`src/rtl/osnt_sume_byte_order_pkg.sv`:
```
// Shared definitions for the OSNT SUME byte-order converter: mode encodings,
// FSM state type, counter width and the byte permutation index function.
`timescale 1ns/1ps
package osnt_sume_byte_order_pkg;

  typedef enum logic [1:0] {
    MODE_PASS    = 2'd0,  // bytes unchanged
    MODE_GRP_REV = 2'd1,  // reverse bytes inside each swap group
    MODE_ORD_REV = 2'd2,  // reverse order of groups, bytes inside kept
    MODE_RSVD    = 2'd3   // reserved, replaced by the default mode
  } mode_t;

  typedef enum logic {
    ST_IDLE   = 1'b0,
    ST_IN_PKT = 1'b1
  } state_t;

  localparam int CNT_W = 32;

  // Source byte index feeding output byte i for a given mode, group size g
  // and bus width in bytes.
  function automatic int src_byte(input logic [1:0] mode, input int i,
                                  input int g, input int data_bytes);
    int grp;
    int k;
    int ng;
    grp = i / g;
    k   = i % g;
    ng  = data_bytes / g;
    case (mode)
      MODE_GRP_REV: return grp * g + (g - 1 - k);
      MODE_ORD_REV: return (ng - 1 - grp) * g + k;
      default:      return i;
    endcase
  endfunction

endpackage

```
`src/rtl/osnt_sume_axis_skid_buffer.sv`:
```
// Generic two-entry AXI4-Stream register slice (output register + skid entry).
// Handshake: a transfer happens on a clock edge where valid and ready are both
// high; valid never drops and payload never changes while waiting for ready.
// in_ready is a register (inverse of skid occupancy) so there is no
// combinational path from out_ready back to in_ready.
`timescale 1ns/1ps
module osnt_sume_axis_skid_buffer #(
  parameter int PW = 8
) (
  input  logic          clk,
  input  logic          reset,
  input  logic [PW-1:0] in_payload,
  input  logic          in_valid,
  output logic          in_ready,
  output logic [PW-1:0] out_payload,
  output logic          out_valid,
  input  logic          out_ready
);

  logic [PW-1:0] skid_payload;
  logic          skid_valid;
  logic          accept;
  logic          out_free;

  assign accept   = in_valid && in_ready;
  assign out_free = !out_valid || out_ready;

  // Output register refills from the skid entry first, then from the input;
  // an input beat arriving while the output is stalled parks in the skid entry.
  always_ff @(posedge clk or posedge reset) begin
    if (reset) begin
      out_payload  <= '0;
      out_valid    <= 1'b0;
      skid_payload <= '0;
      skid_valid   <= 1'b0;
      in_ready     <= 1'b0;
    end else begin
      if (out_free) begin
        in_ready <= 1'b1;
        if (skid_valid) begin
          out_payload <= skid_payload;
          out_valid   <= 1'b1;
          skid_valid  <= 1'b0;
        end else if (accept) begin
          out_payload <= in_payload;
          out_valid   <= 1'b1;
        end else begin
          out_valid <= 1'b0;
        end
      end else if (accept) begin
        skid_payload <= in_payload;
        skid_valid   <= 1'b1;
        in_ready     <= 1'b0;
      end
    end
  end

endmodule

```
`src/rtl/osnt_sume_byte_order_converter.sv`:
```
// AXI4-Stream byte-order converter with selectable swap granularity and a
// per-packet latched mode. Data is permuted on the input side and registered
// through a skid buffer (1 cycle latency, 1 beat/cycle under backpressure).
// Optional statistics counters are enabled with the BYTE_ORDER_STATS_EN macro.
`timescale 1ns/1ps
module osnt_sume_byte_order_converter
  import osnt_sume_byte_order_pkg::*;
#(
  parameter int C_AXIS_DATA_WIDTH  = 256,
  parameter int C_AXIS_TUSER_WIDTH = 128,
  parameter int C_SWAP_GROUP_BYTES = 8,
  parameter int C_DEFAULT_MODE     = 1
) (
  input  logic                            clk,
  input  logic                            reset,
  input  logic [1:0]                      cfg_mode,
  input  logic [C_AXIS_DATA_WIDTH-1:0]    s_axis_tdata,
  input  logic [C_AXIS_DATA_WIDTH/8-1:0]  s_axis_tkeep,
  input  logic [C_AXIS_TUSER_WIDTH-1:0]   s_axis_tuser,
  input  logic                            s_axis_tvalid,
  input  logic                            s_axis_tlast,
  output logic                            s_axis_tready,
  output logic [C_AXIS_DATA_WIDTH-1:0]    m_axis_tdata,
  output logic [C_AXIS_DATA_WIDTH/8-1:0]  m_axis_tkeep,
  output logic [C_AXIS_TUSER_WIDTH-1:0]   m_axis_tuser,
  output logic                            m_axis_tvalid,
  output logic                            m_axis_tlast,
  input  logic                            m_axis_tready,
  output logic [1:0]                      active_mode,
  output logic                            fsm_state
`ifdef BYTE_ORDER_STATS_EN
  ,
  input  logic                            stat_clear,
  output logic [CNT_W-1:0]                stat_pkts,
  output logic [CNT_W-1:0]                stat_beats,
  output logic [CNT_W-1:0]                stat_keep_err
`endif
);

  localparam int DATA_BYTES = C_AXIS_DATA_WIDTH / 8;
  localparam int G          = C_SWAP_GROUP_BYTES;
  localparam int PW         = C_AXIS_DATA_WIDTH + DATA_BYTES + C_AXIS_TUSER_WIDTH + 1;
  localparam logic [1:0] DEFAULT_MODE = 2'(C_DEFAULT_MODE);

  if ((C_AXIS_DATA_WIDTH % 8) != 0 || G < 1 || (G & (G - 1)) != 0 ||
      (DATA_BYTES % G) != 0 || C_DEFAULT_MODE < 0 || C_DEFAULT_MODE > 2) begin : g_bad_cfg
    $error("osnt_sume_byte_order_converter: illegal parameter combination");
  end

  state_t state;
  state_t state_next;
  logic   accept;
  logic [1:0] cfg_eff;
  logic [1:0] beat_mode;

  logic [C_AXIS_DATA_WIDTH-1:0] data_grp;
  logic [C_AXIS_DATA_WIDTH-1:0] data_ord;
  logic [DATA_BYTES-1:0]        keep_grp;
  logic [DATA_BYTES-1:0]        keep_ord;
  logic [C_AXIS_DATA_WIDTH-1:0] conv_data;
  logic [DATA_BYTES-1:0]        conv_keep;
  logic [PW-1:0]                in_payload;
  logic [PW-1:0]                out_payload;

  assign accept    = s_axis_tvalid && s_axis_tready;
  assign cfg_eff   = (cfg_mode == MODE_RSVD) ? DEFAULT_MODE : cfg_mode;
  // The first beat of a packet uses the live configuration, later beats the latched one.
  assign beat_mode = (state == ST_IDLE) ? cfg_eff : active_mode;
  assign fsm_state = state;

  // Fixed wiring for the two non-trivial permutations; keep follows data.
  for (genvar i = 0; i < DATA_BYTES; i++) begin : g_perm
    localparam int SG = src_byte(MODE_GRP_REV, i, G, DATA_BYTES);
    localparam int SO = src_byte(MODE_ORD_REV, i, G, DATA_BYTES);
    assign data_grp[8*i +: 8] = s_axis_tdata[8*SG +: 8];
    assign data_ord[8*i +: 8] = s_axis_tdata[8*SO +: 8];
    assign keep_grp[i]        = s_axis_tkeep[SG];
    assign keep_ord[i]        = s_axis_tkeep[SO];
  end

  // Select the permutation for the beat being presented.
  always_comb begin
    conv_data = s_axis_tdata;
    conv_keep = s_axis_tkeep;
    case (beat_mode)
      MODE_GRP_REV: begin
        conv_data = data_grp;
        conv_keep = keep_grp;
      end
      MODE_ORD_REV: begin
        conv_data = data_ord;
        conv_keep = keep_ord;
      end
      default: ;
    endcase
  end

  // Packet-tracking state register and latched mode.
  always_ff @(posedge clk or posedge reset) begin
    if (reset) begin
      state       <= ST_IDLE;
      active_mode <= DEFAULT_MODE;
    end else begin
      state <= state_next;
      if (state == ST_IDLE && accept) active_mode <= cfg_eff;
    end
  end

  // Next-state: a non-last first beat opens a packet, a last beat closes it.
  always_comb begin
    state_next = state;
    case (state)
      ST_IDLE:   if (accept && !s_axis_tlast) state_next = ST_IN_PKT;
      ST_IN_PKT: if (accept && s_axis_tlast)  state_next = ST_IDLE;
      default:   state_next = ST_IDLE;
    endcase
  end

  assign in_payload = {conv_data, conv_keep, s_axis_tuser, s_axis_tlast};

  osnt_sume_axis_skid_buffer #(
    .PW (PW)
  ) u_skid (
    .clk         (clk),
    .reset       (reset),
    .in_payload  (in_payload),
    .in_valid    (s_axis_tvalid),
    .in_ready    (s_axis_tready),
    .out_payload (out_payload),
    .out_valid   (m_axis_tvalid),
    .out_ready   (m_axis_tready)
  );

  assign {m_axis_tdata, m_axis_tkeep, m_axis_tuser, m_axis_tlast} = out_payload;

`ifdef BYTE_ORDER_STATS_EN
  logic emit;
  assign emit = m_axis_tvalid && m_axis_tready;

  // Saturating statistics counters; a clear request overrides any increment.
  always_ff @(posedge clk or posedge reset) begin
    if (reset) begin
      stat_pkts     <= '0;
      stat_beats    <= '0;
      stat_keep_err <= '0;
    end else if (stat_clear) begin
      stat_pkts     <= '0;
      stat_beats    <= '0;
      stat_keep_err <= '0;
    end else begin
      if (emit && m_axis_tlast && stat_pkts != '1)  stat_pkts  <= stat_pkts + 1'b1;
      if (emit && stat_beats != '1)                 stat_beats <= stat_beats + 1'b1;
      if (accept && !s_axis_tlast && s_axis_tkeep != {DATA_BYTES{1'b1}} &&
          stat_keep_err != '1)
        stat_keep_err <= stat_keep_err + 1'b1;
    end
  end
`endif

endmodule

```
`config.mk`:
```
export PLATFORM = sky130hd
export DESIGN_NAME = osnt_sume_byte_order_converter
export DESIGN_NICKNAME = d
export VERILOG_FILES = /design/src/rtl/osnt_sume_byte_order_pkg.sv /design/src/rtl/osnt_sume_axis_skid_buffer.sv /design/src/rtl/osnt_sume_byte_order_converter.sv
export SDC_FILE = /design/constraint.sdc
export NUM_CORES = 2
export LEC_CHECK = 0
export CORE_AREA = 2 2 330 332
export CTS_CLUSTER_DIAMETER = 150
export DETAILED_ROUTE_END_ITERATION = 6
export DIE_AREA = 0 0 332 334
export GPL_TIMING_DRIVEN = 0
export PLACE_DENSITY_LB_ADDON = 0.12
export SLEW_MARGIN = 20
export SYNTH_ARGS = -nofsm -noshare
export SYNTH_HDL_FRONTEND = slang
export SYNTH_SLANG_ARGS = --single-unit
```
`constraint.sdc`:
```
create_clock -name clk -period 34.2 [get_ports clk]
set_clock_uncertainty 0.2 [all_clocks]
set_input_delay 3.42 -clock clk [delete_from_list [all_inputs] [get_ports clk]]
set_output_delay 3.42 -clock clk [all_outputs]
set_load 0.03 [all_outputs]
```
==> summary.txt <==
Outcome
  – Status: finished clean

Power
  – Reg power frac: 31.8%
  – Power share of the clock group: 23.3%
  – Cell Pwr Density: 88.2 nW/um^2
  – Leak pwr: 23.9 nW
  – Switching share of power: 39.5%
  – Logic gate share of total power: 44.9%
  – P_int: 3.12 mW
  – Peak VDD IR: 0.0000575 V
  – NetSw: 2.04 mW

Worst hold path
  – Hold crit path type: flop to flop
  – HP Start: u_skid.skid_payload[359]

Logic synthesis
  – Asr flop ratio synth: 100%
  – Top-area cell type share of the netlist area: 47.5%
  – Net Count, Synth: 4343
  – Sequential area share after synthesis: 47.6%
  – Post-synth EDFFs: 0
  – Most frequent cell after synthesis: nor2b_1
  – Main synth FF type: dfrtp_1
  – Yosys warns: 0
  – Unique masters post-synth: 27
  – Cells after Synth: ~3900
  – Mapped Avg Cell Area: 11.3 um^2
  – Number of synthesized register bits: 840
  – Mapped Area: 44200 um^2
  – Cell taking the most area after synthesis: dfrtp_1
  – Ranking of synthesized cells by area: dfrtp_1 47%, mux2_2 14%, nor2b_1 12%, a221oi_1 5.7%, o31ai_1 4.9%
  – Most frequent cells after synthesis: 864 x nor2b_1, 839 x dfrtp_1, 547 x mux2_2, 292 x nand2_1, 289 x o31ai_1

Setup path
  – Crit. Startpoint: cfg_mode[0]
  – Crit path capture type: flop
  – Most frequent CP cell: buf_2
  – WP data required: between 30 and 40 ns
  – Crit-path cells: clkdlybuf4s50_1 -> nand2b_1 -> o21a_1 -> inv_1 -> ha_1 -> buf_2 -> buf_2 -> buf_2 -> a22oi_1 -> a221oi_1 -> mux2_4
  – CP delay by family, top: buffers and inverters
  – Critical path's slowest cell: a221oi_1
  – WS Path Type: input pin to flop
  – Slowest stage delay, CP: 0.72 ns
  – CP Launch Type: input pin
  – R2R setup slack: 30.23 ns
  – CP arrival: 7.02 ns
  – Worst-path fanout max: 10
  – Buf/Inv on CP: 5

Die
  – Die Span X: 332 um
  – Total Die Area: 111000 um^2
  – Die height: 334 um
  – Row Count: 121
  – Total core area: 108000 um^2
  – Initial Util: 41.0%
  – Ports: 845

Cells and area
  – Syn-to-layout area delta: 32.2%
  – Filler cell count: about 9500
  – Final Cell Area: 58400 um^2
  – Multi-input gate area: 21500 um^2
  – FF/Latch Area: about 21000 um^2
  – Final core utilization: between 50% and 60%
  – Final nets: 5298
  – Layout cells sized above 1: 20.1%

Detailed routing
  – DRT iter0 DRCs: between 4000 and 5000
  – Total wire length: roughly 180 mm
  – Vias per cell: 5.96
  – Per-cell routed wire length: 28.9 um
  – TritonRoute pass-1 iters: 7
  – DRC viols: 0
  – Routed via count: 38100
  – Post-route ant nets: 0

STA
  – Final Worst Setup Slack: between 20 and 30 ns
  – Final setup fails: 0
  – Fin. max-slew vios: 0
  – Worst slew pin tran: between 1 and 1.5 ns
  – Worst rel slew slack: 20.1%
  – Post-route minimum period: 6.60 ns
  – RSZ-0062 raised after global routing: false
  – Period utilisation layout: approximately a fifth
  – Final hold vios: 0
  – Fmax: 152 MHz

Clocking
  – CTS tree: done
  – Root Buffer: clkbuf_16
  – Bufs on Longest Clock Path: 3
  – H-tree levels: 3
  – Resize count post-CTS: 0
  – TritonCTS buffer count: 100
  – Clock transition at path regs: around 0.06 ns
  – Post-CTS Setup Repair Bufs: 0
  – Hold buffer count at CTS: 0
  – Worst skew pair latency: 0.70 ns
  – CTS Sinks: between 800 and 900

Place
  – Placed inst area: about 55000 um^2
  – Placer congestion estimate: 0.946
  – Pre-CTS setup slack: 27.03 ns
  – Detailed placement HPWL: 138 mm
  – IO Port Bufs: 844

Global route
  – Antenna violations before repair: 38
  – First-pass GRT wire length: 266 mm
  – Largest net degree at the start of global routing: about 100
  – Busiest grt layer: met2
  – Vias in the first global route: around 38000
  – Grt met3 use: 7.30%
  – Grt ovf: 0
  – GRT Total Usage: 32.3%
  – Met2 GRT Util: 51.9%
  – Met1 usage: a little over two fifths

Flow run
  – Maxcap violations: 0
tightest hold or removal path, cell delays in order, from the launching register on:
cell and delay (ns):
dfrtp_1 0.34, nand2_1 0.05, o31ai_1 0.05
final cells by class:
type / instances / area share, %
sequential: 840 / 36.0
multi-input combinational: 2712 / 36.8
tap: 1414 / 3.03
antenna: 28 / 0.120
clock buffer: 133 / 4.79
clock inverter: 51 / 1.49
timing repair buffer: 853 / 14.9
buffer: 361 / 2.86
inverter: 5 / 0.0450
registers in the layout, summed over array words and instances (netlist names), named ones only:
signal               cells
active_mode              2
u_skid.in_ready          1
u_skid.out_payload     417
u_skid.out_valid         1
u_skid.skid_payload    417
u_skid.skid_valid        1
metal layers:
metal,vias up,part of all wire [%],wire length (um)
met3,375,8.9,16500
met4,14,4.2,7780
met5,-,0.049,91
met2,2031,47,86000
met1,19400,40,74500
li1,16300,-,-
logic make-up after synthesis:
| family | synth area share, % |
|---|---|
| and+or+nand+nor | 14.8 |
| AOI/OAI and AO/OA | 15.6 |
| DFF | 47.6 |
| muxes | 18.2 |
| buffers and inverters | 3.81 |
| adders and majority gates | 0.0566 |
final timing paths:
kind,cells after the start,end
worst max-delay path,11,u_skid.out_payload[129]
worst min-delay path,2,u_skid.skid_payload[359]
worst max register to register,9,u_skid.out_payload[129]
worst min register to register,2,u_skid.skid_payload[359]
max in group asynchronous,5,u_skid.out_payload[262]
min in group asynchronous,2,u_skid.out_payload[81]
power by group through the flow:
stage               Sequential, mW  Clock, mW  Combinational (mW)
floorplan                     2.04          0               0.917
global placement              1.64          0                2.28
detailed placement            1.64          0                2.30
CTS                           1.63       1.22                2.31
global route                  1.68       1.26                2.43
finish                        1.64       1.20                2.31
cells in the final DEF, fill, tap and decap left out, types with 2 or more instances in the layout:
master | synthesis | routed
nor2b_1 | 864 | 864
clkdlybuf4s50_1 | 0 | 844
dfrtp_1 | 839 | 839
mux2_2 | 547 | 547
nand2_1 | 292 | 292
o31ai_1 | 289 | 289
a22oi_1 | 288 | 288
a221oi_1 | 288 | 288
clkbuf_1 | 206 | 218
buf_2 | 133 | 133
mux2_4 | 111 | 111
clkbuf_16 | 0 | 100
diode_2 | 0 | 28
bufinv_16 | 0 | 20
mux2_1 | 19 | 19
buf_6 | 18 | 18
clkbuf_8 | 0 | 17
clkinv_2 | 0 | 14
clkinvlp_4 | 0 | 9
buf_16 | 0 | 9
clkbuf_2 | 0 | 4
clkinv_8 | 0 | 4
inv_1 | 4 | 3
buf_4 | 2 | 2
nand2b_1 | 2 | 2
buf_1 | 2 | 2
o21ai_0 | 2 | 2
nor2_1 | 2 | 2
ha_1 | 2 | 2
clkinv_4 | 0 | 2
metrics by stage:
| step | power, mW | hold slack, ns | setup TNS (ns) | instances |
|---|---|---|---|---|
| 6_report | 5.15 | 0.275 | 0 | 6397 |
| 5_1_grt | 5.37 | 0.297 | 0 | 6393 |
| 3_3_place_gp | 3.92 | 0.259 | -4143.80 | 6176 |
| 4_1_cts | 5.16 | 0.279 | 0 | 6369 |
| 2_1_floorplan | 2.96 | 0.249 | 0 | 3918 |
| 3_5_place_dp | 3.95 | 0.266 | 0 | 6185 |
Note: power is estimated with default switching activity, not from simulation.
